`src/rtl/clint_responder_pkg.sv`:
```
// Shared definitions for the core-local interruptor: register offsets,
// response FSM encodings and the register decoder.
package clint_responder_pkg;

  localparam logic [15:0] CLINT_MSIP        = 16'h0000;
  localparam logic [15:0] CLINT_MTIMECMP_LO = 16'h4000;
  localparam logic [15:0] CLINT_MTIMECMP_HI = 16'h4004;
  localparam logic [15:0] CLINT_MTIME_LO    = 16'hBFF8;
  localparam logic [15:0] CLINT_MTIME_HI    = 16'hBFFC;

  localparam logic [0:0] ST_IDLE = 1'b0;
  localparam logic [0:0] ST_RESP = 1'b1;

  typedef enum logic [2:0] {
    REG_NONE,
    REG_MSIP,
    REG_CMP_LO,
    REG_CMP_HI,
    REG_TIME_LO,
    REG_TIME_HI
  } reg_sel_t;

  // Byte lanes within a word are not decoded, so only the word index is taken.
  function automatic reg_sel_t decode_reg(input logic [13:0] word_idx);
    reg_sel_t r;
    case ({word_idx, 2'b00})
      CLINT_MSIP:        r = REG_MSIP;
      CLINT_MTIMECMP_LO: r = REG_CMP_LO;
      CLINT_MTIMECMP_HI: r = REG_CMP_HI;
      CLINT_MTIME_LO:    r = REG_TIME_LO;
      CLINT_MTIME_HI:    r = REG_TIME_HI;
      default:           r = REG_NONE;
    endcase
    return r;
  endfunction

endpackage

```
`src/rtl/byte_merge32.sv`:
```
// Combinational write-strobe merge of a new 32-bit word into an old one.
module byte_merge32 (
  input  logic [31:0] old_word,
  input  logic [31:0] new_word,
  input  logic [3:0]  wstrb,
  output logic [31:0] merged
);

  for (genvar gi = 0; gi < 4; gi++) begin : g_lane
    assign merged[8*gi +: 8] = wstrb[gi] ? new_word[8*gi +: 8] : old_word[8*gi +: 8];
  end

endmodule

```
`src/rtl/clint_responder.sv`:
```
// Core-local interruptor: msip, mtime, mtimecmp behind a valid/ready bus.
// Optional CLINT_MTIME_SNAPSHOT_EN latches mtime_hi on an mtime_lo read.
module clint_responder
  import clint_responder_pkg::*;
#(
  parameter int unsigned TICK_DIV       = 1,
  parameter logic [63:0] MTIMECMP_RESET = 64'hFFFF_FFFF_FFFF_FFFF
) (
  input  logic        clk,
  input  logic        reset,
  input  logic        sel,
  input  logic        mem_valid,
  output logic        mem_ready,
  input  logic [15:0] mem_addr,
  input  logic [3:0]  mem_wstrb,
  input  logic [31:0] mem_wdata,
  output logic [31:0] mem_rdata,
  output logic        IRQ3,
  output logic        IRQ7
);

  localparam int PW = (TICK_DIV > 1) ? $clog2(TICK_DIV) : 1;

  logic [0:0]    state_reg;
  logic [31:0]   rdata_reg;
  logic          msip_reg, msip_next;
  logic [63:0]   mtime_reg, mtime_next;
  logic [63:0]   mtimecmp_reg, mtimecmp_next;
  logic [PW-1:0] presc_reg, presc_next;
  logic          irq3_reg, irq7_reg;

  logic          accept, is_write, wr_en, tick;
  reg_sel_t      target;
  logic [31:0]   live_word, read_word, merged_word;
  logic [63:0]   mtime_ticked;

  logic unused_addr_lsb;
  assign unused_addr_lsb = &{1'b0, mem_addr[1:0]};

  assign accept   = (state_reg == ST_IDLE) && sel && mem_valid;
  assign is_write = |mem_wstrb;
  assign wr_en    = accept && is_write;
  assign target   = decode_reg(mem_addr[15:2]);

  always_comb begin
    live_word = 32'h0;
    case (target)
      REG_MSIP:    live_word = {31'h0, msip_reg};
      REG_CMP_LO:  live_word = mtimecmp_reg[31:0];
      REG_CMP_HI:  live_word = mtimecmp_reg[63:32];
      REG_TIME_LO: live_word = mtime_reg[31:0];
      REG_TIME_HI: live_word = mtime_reg[63:32];
      default:     live_word = 32'h0;
    endcase
  end

`ifdef CLINT_MTIME_SNAPSHOT_EN
  logic [31:0] shadow_reg;

  assign read_word = (target == REG_TIME_HI) ? shadow_reg : live_word;

  always_ff @(posedge clk) begin
    if (reset) begin
      shadow_reg <= 32'h0;
    end else if (accept && target == REG_TIME_LO && !is_write) begin
      shadow_reg <= mtime_reg[63:32];
    end else if (wr_en && target == REG_TIME_HI) begin
      shadow_reg <= merged_word;
    end
  end
`else
  assign read_word = live_word;
`endif

  byte_merge32 u_merge (
    .old_word (live_word),
    .new_word (mem_wdata),
    .wstrb    (mem_wstrb),
    .merged   (merged_word)
  );

  assign tick         = (presc_reg == PW'(TICK_DIV - 1));
  assign presc_next   = tick ? '0 : presc_reg + 1'b1;
  assign mtime_ticked = mtime_reg + {63'h0, tick};

  // A written mtime half overrides the tick; the other half keeps its ticked value.
  always_comb begin
    msip_next     = msip_reg;
    mtime_next    = mtime_ticked;
    mtimecmp_next = mtimecmp_reg;
    if (wr_en) begin
      case (target)
        REG_MSIP:    msip_next                 = merged_word[0];
        REG_CMP_LO:  mtimecmp_next[31:0]       = merged_word;
        REG_CMP_HI:  mtimecmp_next[63:32]      = merged_word;
        REG_TIME_LO: mtime_next[31:0]          = merged_word;
        REG_TIME_HI: mtime_next[63:32]         = merged_word;
        default:     ;
      endcase
    end
  end

  always_ff @(posedge clk) begin
    if (reset) begin
      state_reg    <= ST_IDLE;
      rdata_reg    <= 32'h0;
      msip_reg     <= 1'b0;
      mtime_reg    <= 64'h0;
      mtimecmp_reg <= MTIMECMP_RESET;
      presc_reg    <= '0;
      irq3_reg     <= 1'b0;
      irq7_reg     <= 1'b0;
    end else begin
      state_reg    <= accept ? ST_RESP : ST_IDLE;
      rdata_reg    <= accept ? read_word : 32'h0;
      msip_reg     <= msip_next;
      mtime_reg    <= mtime_next;
      mtimecmp_reg <= mtimecmp_next;
      presc_reg    <= presc_next;
      irq3_reg     <= msip_next;
      irq7_reg     <= (mtime_next >= mtimecmp_next);
    end
  end

  assign mem_ready = (state_reg == ST_RESP);
  assign mem_rdata = rdata_reg;
  assign IRQ3      = irq3_reg;
  assign IRQ7      = irq7_reg;

endmodule

```
`config.mk`:
```
export PLATFORM = sky130hd
export DESIGN_NAME = clint_responder
export DESIGN_NICKNAME = d
export VERILOG_FILES = /design/src/rtl/clint_responder_pkg.sv /design/src/rtl/byte_merge32.sv /design/src/rtl/clint_responder.sv
export SDC_FILE = /design/constraint.sdc
export NUM_CORES = 1
export LEC_CHECK = 0
export CORE_ASPECT_RATIO = 2
export CORE_MARGIN = 1
export CORE_UTILIZATION = 30
export CTS_BUF_LIST = sky130_fd_sc_hd__clkbuf_8
export DETAILED_ROUTE_END_ITERATION = 8
export HOLD_SLACK_MARGIN = 0.08
export PLACE_DENSITY = 0.53
export SLEW_MARGIN = 20
export SYNTH_ARGS = -nofsm -noshare
export SYNTH_HDL_FRONTEND = slang
export SYNTH_HIERARCHICAL = 1
export SYNTH_SLANG_ARGS = --single-unit
```
`constraint.sdc`:
```
create_clock -name clk -period 4.24 [get_ports clk]
set_input_delay 0.636 -clock clk [delete_from_list [all_inputs] [get_ports clk]]
set_output_delay 0.636 -clock clk [all_outputs]
set_load 0.01 [all_outputs]
```
==> impl_metrics.toml, run 1 <==
[status]
status = "completed"

[synth]
synth_top_family_by_area = "simple AND/OR/NAND/NOR gates"
synth_top_area_cell = "dfxtp_1"
ys_warn_count = 6
syn-cell-area_mm2 = 0.0102
ys_seq_elements = 164
synth-main-ff-cell = "dfxtp_1"
ys_types = 53
synth.top_cell.area_share_pct = 32.3
netlist_instances = 1161
synth_xor_area_share_pct = 4.56
avgSynthCellArea_um2 = 8.76
synthAdderAreaFrac_pct = 8.12
synth_nets = 1283
synth_compound_area_share_pct = 10.8
synth_area_leaders = "dfxtp_1 (32%), mux2i_1 (9.7%), ha_1 (8.1%)"
synthArstFlopShare_pct = 0
ys_seq_area_share_pct = 32.3
synth_mux_area_share_pct = 14.6
synth-edff-count = 0
synthSimpleGateAreaFrac_pct = 26.3

[timing]
tightest_slew_ps = 825
relSlewSlack_pct = 45.0
hold_viol_final = 0
period_minus_slack_ps = 4150
whs_ps = 520
finalClockSkew_ps = 20.3
finalSetupViolCount = 0
fmax_ghz = 0.241
drv_slew = 0
fin_crit_sh_pct = 97.9

[die]
die_h_um = 262
std_cell_rows = 95
start_util_pct = 30.3
core_mm2 = 0.0335
boundaryPins = 91
die_area_mm2 = 0.0347
die_x_um = 132

[placed_design]
dp.final_hpwl_mm = 27.0
place_congestion = 0.923
port-buffer-count = 88
dp_cells = 1795

[critical_path]
reg2reg_depth = 14
r2r_start = "mtime_reg[6]"
critPathCaptureType = "flip-flop"
arrival_ps = 4580
path_max_fanout = 12
rrSetupSlack_ps = 170
start_kind = "primary input"
critical_path_required_ps = 4670
critical_path_class = "in2reg"
reg2reg_to = "IRQ7"

[hold_path]
whs_path_depth = 2
min_from = "mtimecmp_reg[14]"
hp-class = "reg2reg"
min_to = "mtimecmp_reg[14]"

[route]
drt_wl_total_mm = 34.8
drcViolationCount = 0
ant_nets = 0
dr.pass1.iters = 5
dr_total_vias = 9413
wl_per_cell_um = 19.0
drtIter0Drc = 440
vias_per_cell = 5.15

[grt]
grt_max_degree = 78
grt_pass1_wl_mm = 53.6
grtUsageTotal_pct = 20.4
antenna_found_initial = 2
grt_overflow = 0
grt_pass1_vias = 9768

[power_and_ir_drop]
power_switching_uw = 773
p_sw_share_pct = 25.0
combPwrFrac_pct = 7.6
power.share.clock_pct = 42.4
intPower_uw = 2320
leakage_uw = 0.00588
p_seq_share_pct = 49.9
ir_drop_uv = 176
pwr_density_cell_mw_per_mm2 = 234

[clocking]
clockBufferDepth = 2
clk_latency_ps = 510
cts_buffers = 17
clockRootBuffer = "clkbuf_8"
h-tree-depth = 4
cts_tree = "done"
postCtsSetupBuffers = 0
clkTransAtPathRegs_ps = 100
clock_sinks = 164

[flow_run]
maxCapViolations = 0

[cells_and_area]
stdcell_count = 1828
drive_gt1_share_pct = 18.9
nNetsFinal = 1500
syn_to_final_growth_pct = 30.2
-- how the worst max path moves through the flow --
stage | startpoint | end | slack [ps] | cells after the start
finish | mem_addr[13] | IRQ7 | 90 | 17
global route | mem_addr[13] | IRQ7 | -20 | 19
CTS | mem_addr[3] | IRQ7 | 130 | 18
detailed placement | mem_addr[3] | IRQ7 | -420 | 18
global placement | mem_addr[3] | IRQ7 | -330 | 18
floorplan | mem_addr[2] | IRQ7 | 20 | 15
-- critical path, cell delays in order --
cell,delay (ps)
clkdlybuf4s50_1,540
nor4_2,80
and3_1,200
and3_1,240
buf_4,210
a221o_1,370
mux2_4,290
nand2_1,70
o31a_1,150
nand2_1,60
ha_1,300
and4_1,180
nand3_2,140
or4b_2,720
a31oi_1,220
a211oi_1,80
o31ai_1,80
-- final cells by class --
class	count	area [µm²]
antenna	1	2.50
clock buffer	18	248
clock inverter	14	185
fill	3429	20300
inverter	9	33.8
multi-input combinational	918	6600
sequential	164	3280
tap	436	546
timing repair buffer	268	2350
-- through the flow --
step | setup TNS, ps | util, % | area [µm²] | setup WS (ps) | total power, µW
detailed placement | -415 | 38.1 | 12800 | -415 | 1820
global placement | -326 | 38.1 | 12800 | -326 | 1820
CTS | 0 | 39.4 | 13200 | 127 | 3130
global route | -19.4 | 39.5 | 13200 | -19.4 | 3200
floorplan | 0 | - | 10200 | 23.6 | 1690
finish | 0 | 39.5 | 13200 | 90.8 | 3090
-- cell usage after synthesis (3+ instances only) --
library cell and n:
dfxtp_1 164, a31oi_1 6, nand4b_1 3, buf_6 4, a221o_1 32, a21o_1 3
buf_1 6, buf_2 6, o21ai_0 15, mux2_4 32, mux2i_1 99, xor2_1 44
nand2_1 55, nor4_1 17, a211oi_1 25, or3_1 5, ha_1 66, nor2_1 147
nor3_1 40, a21oi_1 61, xnor2_1 9, nand2b_1 67, o311ai_0 5, and4_1 14
clkbuf_1 54, and3_1 14, nand4_1 36, nand3b_1 3, and2_1 39, nor2b_1 14
inv_1 9, nand3_1 36, o211ai_1 4, or4_1 4
-- routing by layer --
metal	track usage, %	wire (µm)	up-vias
met2	40.9	19700	174
met5	0	0	-
met3	2.74	798	84
met4	11.8	1860	0
met1	19.1	12400	4517
li1	-	-	4638
-- power by group through the flow --
stage | Combinational (µW) | Sequential, µW | Clock [µW]
after floorplan | 113 | 1580 | 0
after global placement | 235 | 1580 | 0
after detailed placement | 236 | 1580 | 0
after CTS | 237 | 1550 | 1340
after global routing | 252 | 1550 | 1400
final | 236 | 1550 | 1310
-- placed cells by master, fill, tap and decap left out, drive strengths merged, types with 39 or more instances in the layout --
cell           synthesis  final
and2                  39     39
ha                    66     66
mux2i                 99     99
nand2                 55     55
a21oi                 61     61
xor2                  44     44
nand2b                67     67
dfxtp                164    164
clkdlybuf4s50          0     86
nor2                 147    147
nor3                  41     41
buf                   16    182
-- kinds of logic after synthesis --
logic type                 Yosys count
adders and majority gates           66
muxes                              132
buffers and inverters               79
DFF                                164
xor gates and xnor gates            53
other                                1
and+or+nand+nor                    506
AOI/OAI and AO/OA                  160
-- what timing repair did --
item | in CTS | in global routing
hold buffers | 0 | 0
resized for setup | 0 | 6
endpoints found under the setup margin | 0 | 1
Power figures use the tool's default switching activity.
==> inputs of run 2 (changes only) <==
--- a/config.mk
+++ b/config.mk
@@ -15,5 +15,4 @@
 export SLEW_MARGIN = 20
 export SYNTH_ARGS = -nofsm -noshare
 export SYNTH_HDL_FRONTEND = slang
-export SYNTH_HIERARCHICAL = 1
 export SYNTH_SLANG_ARGS = --single-unit
==> constraint.sdc (replaced) <==
create_clock -name clk -period 3.7 [get_ports clk]
set_input_delay 0.555 -clock clk [delete_from_list [all_inputs] [get_ports clk]]
set_output_delay 0.555 -clock clk [all_outputs]
set_load 0.01 [all_outputs]
==> run 2 against run 1 <==
Effect of this change: the run now ends with negative setup slack left; count of clock-buffer cells in the layout is 4 higher; routed wire length increased by 9.6%; final cell count increased by 10%; sequential share of layout area down 2.9 points; sequential power up 14%; clock skew down 0.63 ps; clock power shrank 3%; critical endpoint unchanged.
==> impl_metrics.toml, run 2 <==
[critical_path]
arrival_ps = 4120
critical_path_required_ps = 4100
critPathCaptureType = "flip-flop"
critical_path_class = "reg2reg"
start_kind = "flip-flop"
path_max_fanout = 4

[die]
boundaryPins = 91
die_h_um = 259
core_mm2 = 0.0323
die_x_um = 130
std_cell_rows = 93
die_area_mm2 = 0.0337
start_util_pct = 30.6

[clocking]
clockBufferDepth = 2
cts_hold_buf = 0
cts_tree = "done"
clock_sinks = 164
clkTransAtPathRegs_ps = 90
clockRootBuffer = "clkbuf_8"
h-tree-depth = 4
cts_buffers = 17
clk_latency_ps = 520

[placed_design]
dp.final_hpwl_mm = 29.4
place_congestion = 0.892
port-buffer-count = 88

[synth]
synth_area_leaders = "dfxtp_1 (33%), ha_1 (8.3%), nor2_1 (6.6%)"
netlist_instances = 1140
synth_top_area_cell = "dfxtp_1"
synth-main-ff-cell = "dfxtp_1"
synthArstFlopShare_pct = 0
ys_seq_area_share_pct = 33.2
synth-edff-count = 0
avgSynthCellArea_um2 = 8.68
synth_commonest_cells = "nor2_1 (175), dfxtp_1 (164), a21oi_1 (88), ha_1 (66)"
syn-cell-area_mm2 = 0.00989
ys_seq_elements = 164
synth.top_cell.area_share_pct = 33.2
ys_warn_count = 0
synth_nets = 1262
yosys.cell_count.top_type = "nor2_1"
ys_types = 62

[grt]
grtUsageTotal_pct = 23.8
antenna_found_initial = 1
grt_overflow = 0
grt_pass1_wl_mm = 59.3
grt_max_degree = 69
grt_pass1_vias = 11000

[cells_and_area]
drive_gt1_share_pct = 35.5
layout_commonest_cell = "buf_4"
nNetsFinal = 1701
layout_common_cells = "buf_4 (371), nor2_1 (171), dfxtp_1 (163)"
utilization_pct = 46.3
syn_to_final_growth_pct = 51.6

[timing]
hold_viol_final = 0
finalWorstSetupSlack_ps = -22.3
finalClockSkew_ps = 19.7
fin_setup_tns_ps = -22.3
fin_crit_sh_pct = 101
whs_ps = 517
relSlewSlack_pct = 41.5
fmax_ghz = 0.269
drv_slew = 0
tightest_slew_ps = 878
rsz0062_at_grt = "true"
period_minus_slack_ps = 3720
finalSetupViolCount = 1

[route]
drtIter0Drc = 455
drt_wl_total_mm = 38.1
vias_per_cell = 5.11
dr_total_vias = 10300
ant_nets = 0
drcViolationCount = 0
dr.pass1.iters = 6
wl_per_cell_um = 18.9

[status]
status = "finished with violations"
violations = "negative setup slack"

[power_and_ir_drop]
pwr_density_cell_mw_per_mm2 = 223
leakage_uw = 0.00633
power_uw = 3350
ir_drop_uv = 216

[hold_path]
hp-class = "reg2reg"

[flow_run]
maxCapViolations = 0
==> run 2: cell count changes after synthesis, moves of 22 or more <==
| cell | delta |
|---|---|
| a221o_1 | -32 |
| mux2_4 | -32 |
| mux2i_1 | -35 |
| a222oi_1 | +22 |
| xnor2_1 | +33 |
| and2_1 | -36 |
| xor2_1 | -25 |
| mux2_2 | +32 |
| nor2_1 | +28 |
| a21oi_1 | +27 |
==> run 2: final timing paths <==
check | startpoint | to | slack [ps] | cells after the start
worst min register to register | mtimecmp_reg[57] | mtimecmp_reg[57] | 520 | 1
worst max-delay path | presc_reg | IRQ7 | -20 | 17
worst max register to register | presc_reg | IRQ7 | -20 | 17
worst min-delay path | mtimecmp_reg[57] | mtimecmp_reg[57] | 520 | 1
==> run 2: metal layers <==
layer	vias to the layer above	routed length [µm]	track usage, %
met5	-	0	0
met4	0	2930	18.8
met3	122	1080	3.41
met2	232	21300	45.5
met1	4956	12900	21.6
li1	5009	-	-
==> run 2: area by class of cell <==
type                       count  area, µm²
inverter                      16       60.1
antenna                        1       2.50
fill                        3236      17400
multi-input combinational    895       6600
timing repair buffer         485       4160
tap                          427        534
sequential                   164       3280
clock buffer                  22        303
clock inverter                 8       53.8
==> run 2: through the flow <==
stage | cells | worst slack, ps | area, µm²
floorplan | 1140 | 2.39 | 9890
global placement | 1943 | -1280 | 13900
detailed placement | 1943 | -1230 | 13900
CTS | 2014 | 22.6 | 14900
global route | 2018 | -199 | 15000
finish | 2018 | -22.3 | 15000
==> run 2: logic make-up after synthesis <==
group | Yosys count | share of synthesized area, %
flip-flops | 164 | 33.2
adder cells (fa/ha/maj) | 66 | 8.35
AO/OA/AOI/OAI | 222 | 15.3
AND/OR/NAND/NOR | 447 | 23.7
multiplexers | 97 | 10.2
buffers and inverters | 81 | 3.67
XOR/XNOR | 62 | 5.57
other | 1 | 0.0379
==> run 2: worst max-delay path, cell delays in order (launching register included) <==
cell and delay (ps):
dfxtp_1 300, inv_1 80, ha_4 150, buf_4 110
nand3_2 110, or3_4 370, buf_4 160, nor4_2 160
nand4_1 240, xor2_1 320, a21oi_2 100, ha_1 320
a21o_1 170, a21o_1 170, a2111oi_2 280, o21a_2 240
o31a_1 220, nand3_1 100
==> run 2: power breakdown <==
part           switching, µW  internal [µW]  total (µW)
combinational            145            157         302
sequential              3.21           1770        1770
clock                    732            542        1270
total                    880           2470        3350
==> run 2: repair_timing <==
action / CTS / global route
gates resized for setup: 87 / 20
pin swaps: 57 / 10
buffers inserted: 40 / 3
gates cloned: 2 / 0
endpoints found under the setup margin: 1 / 2
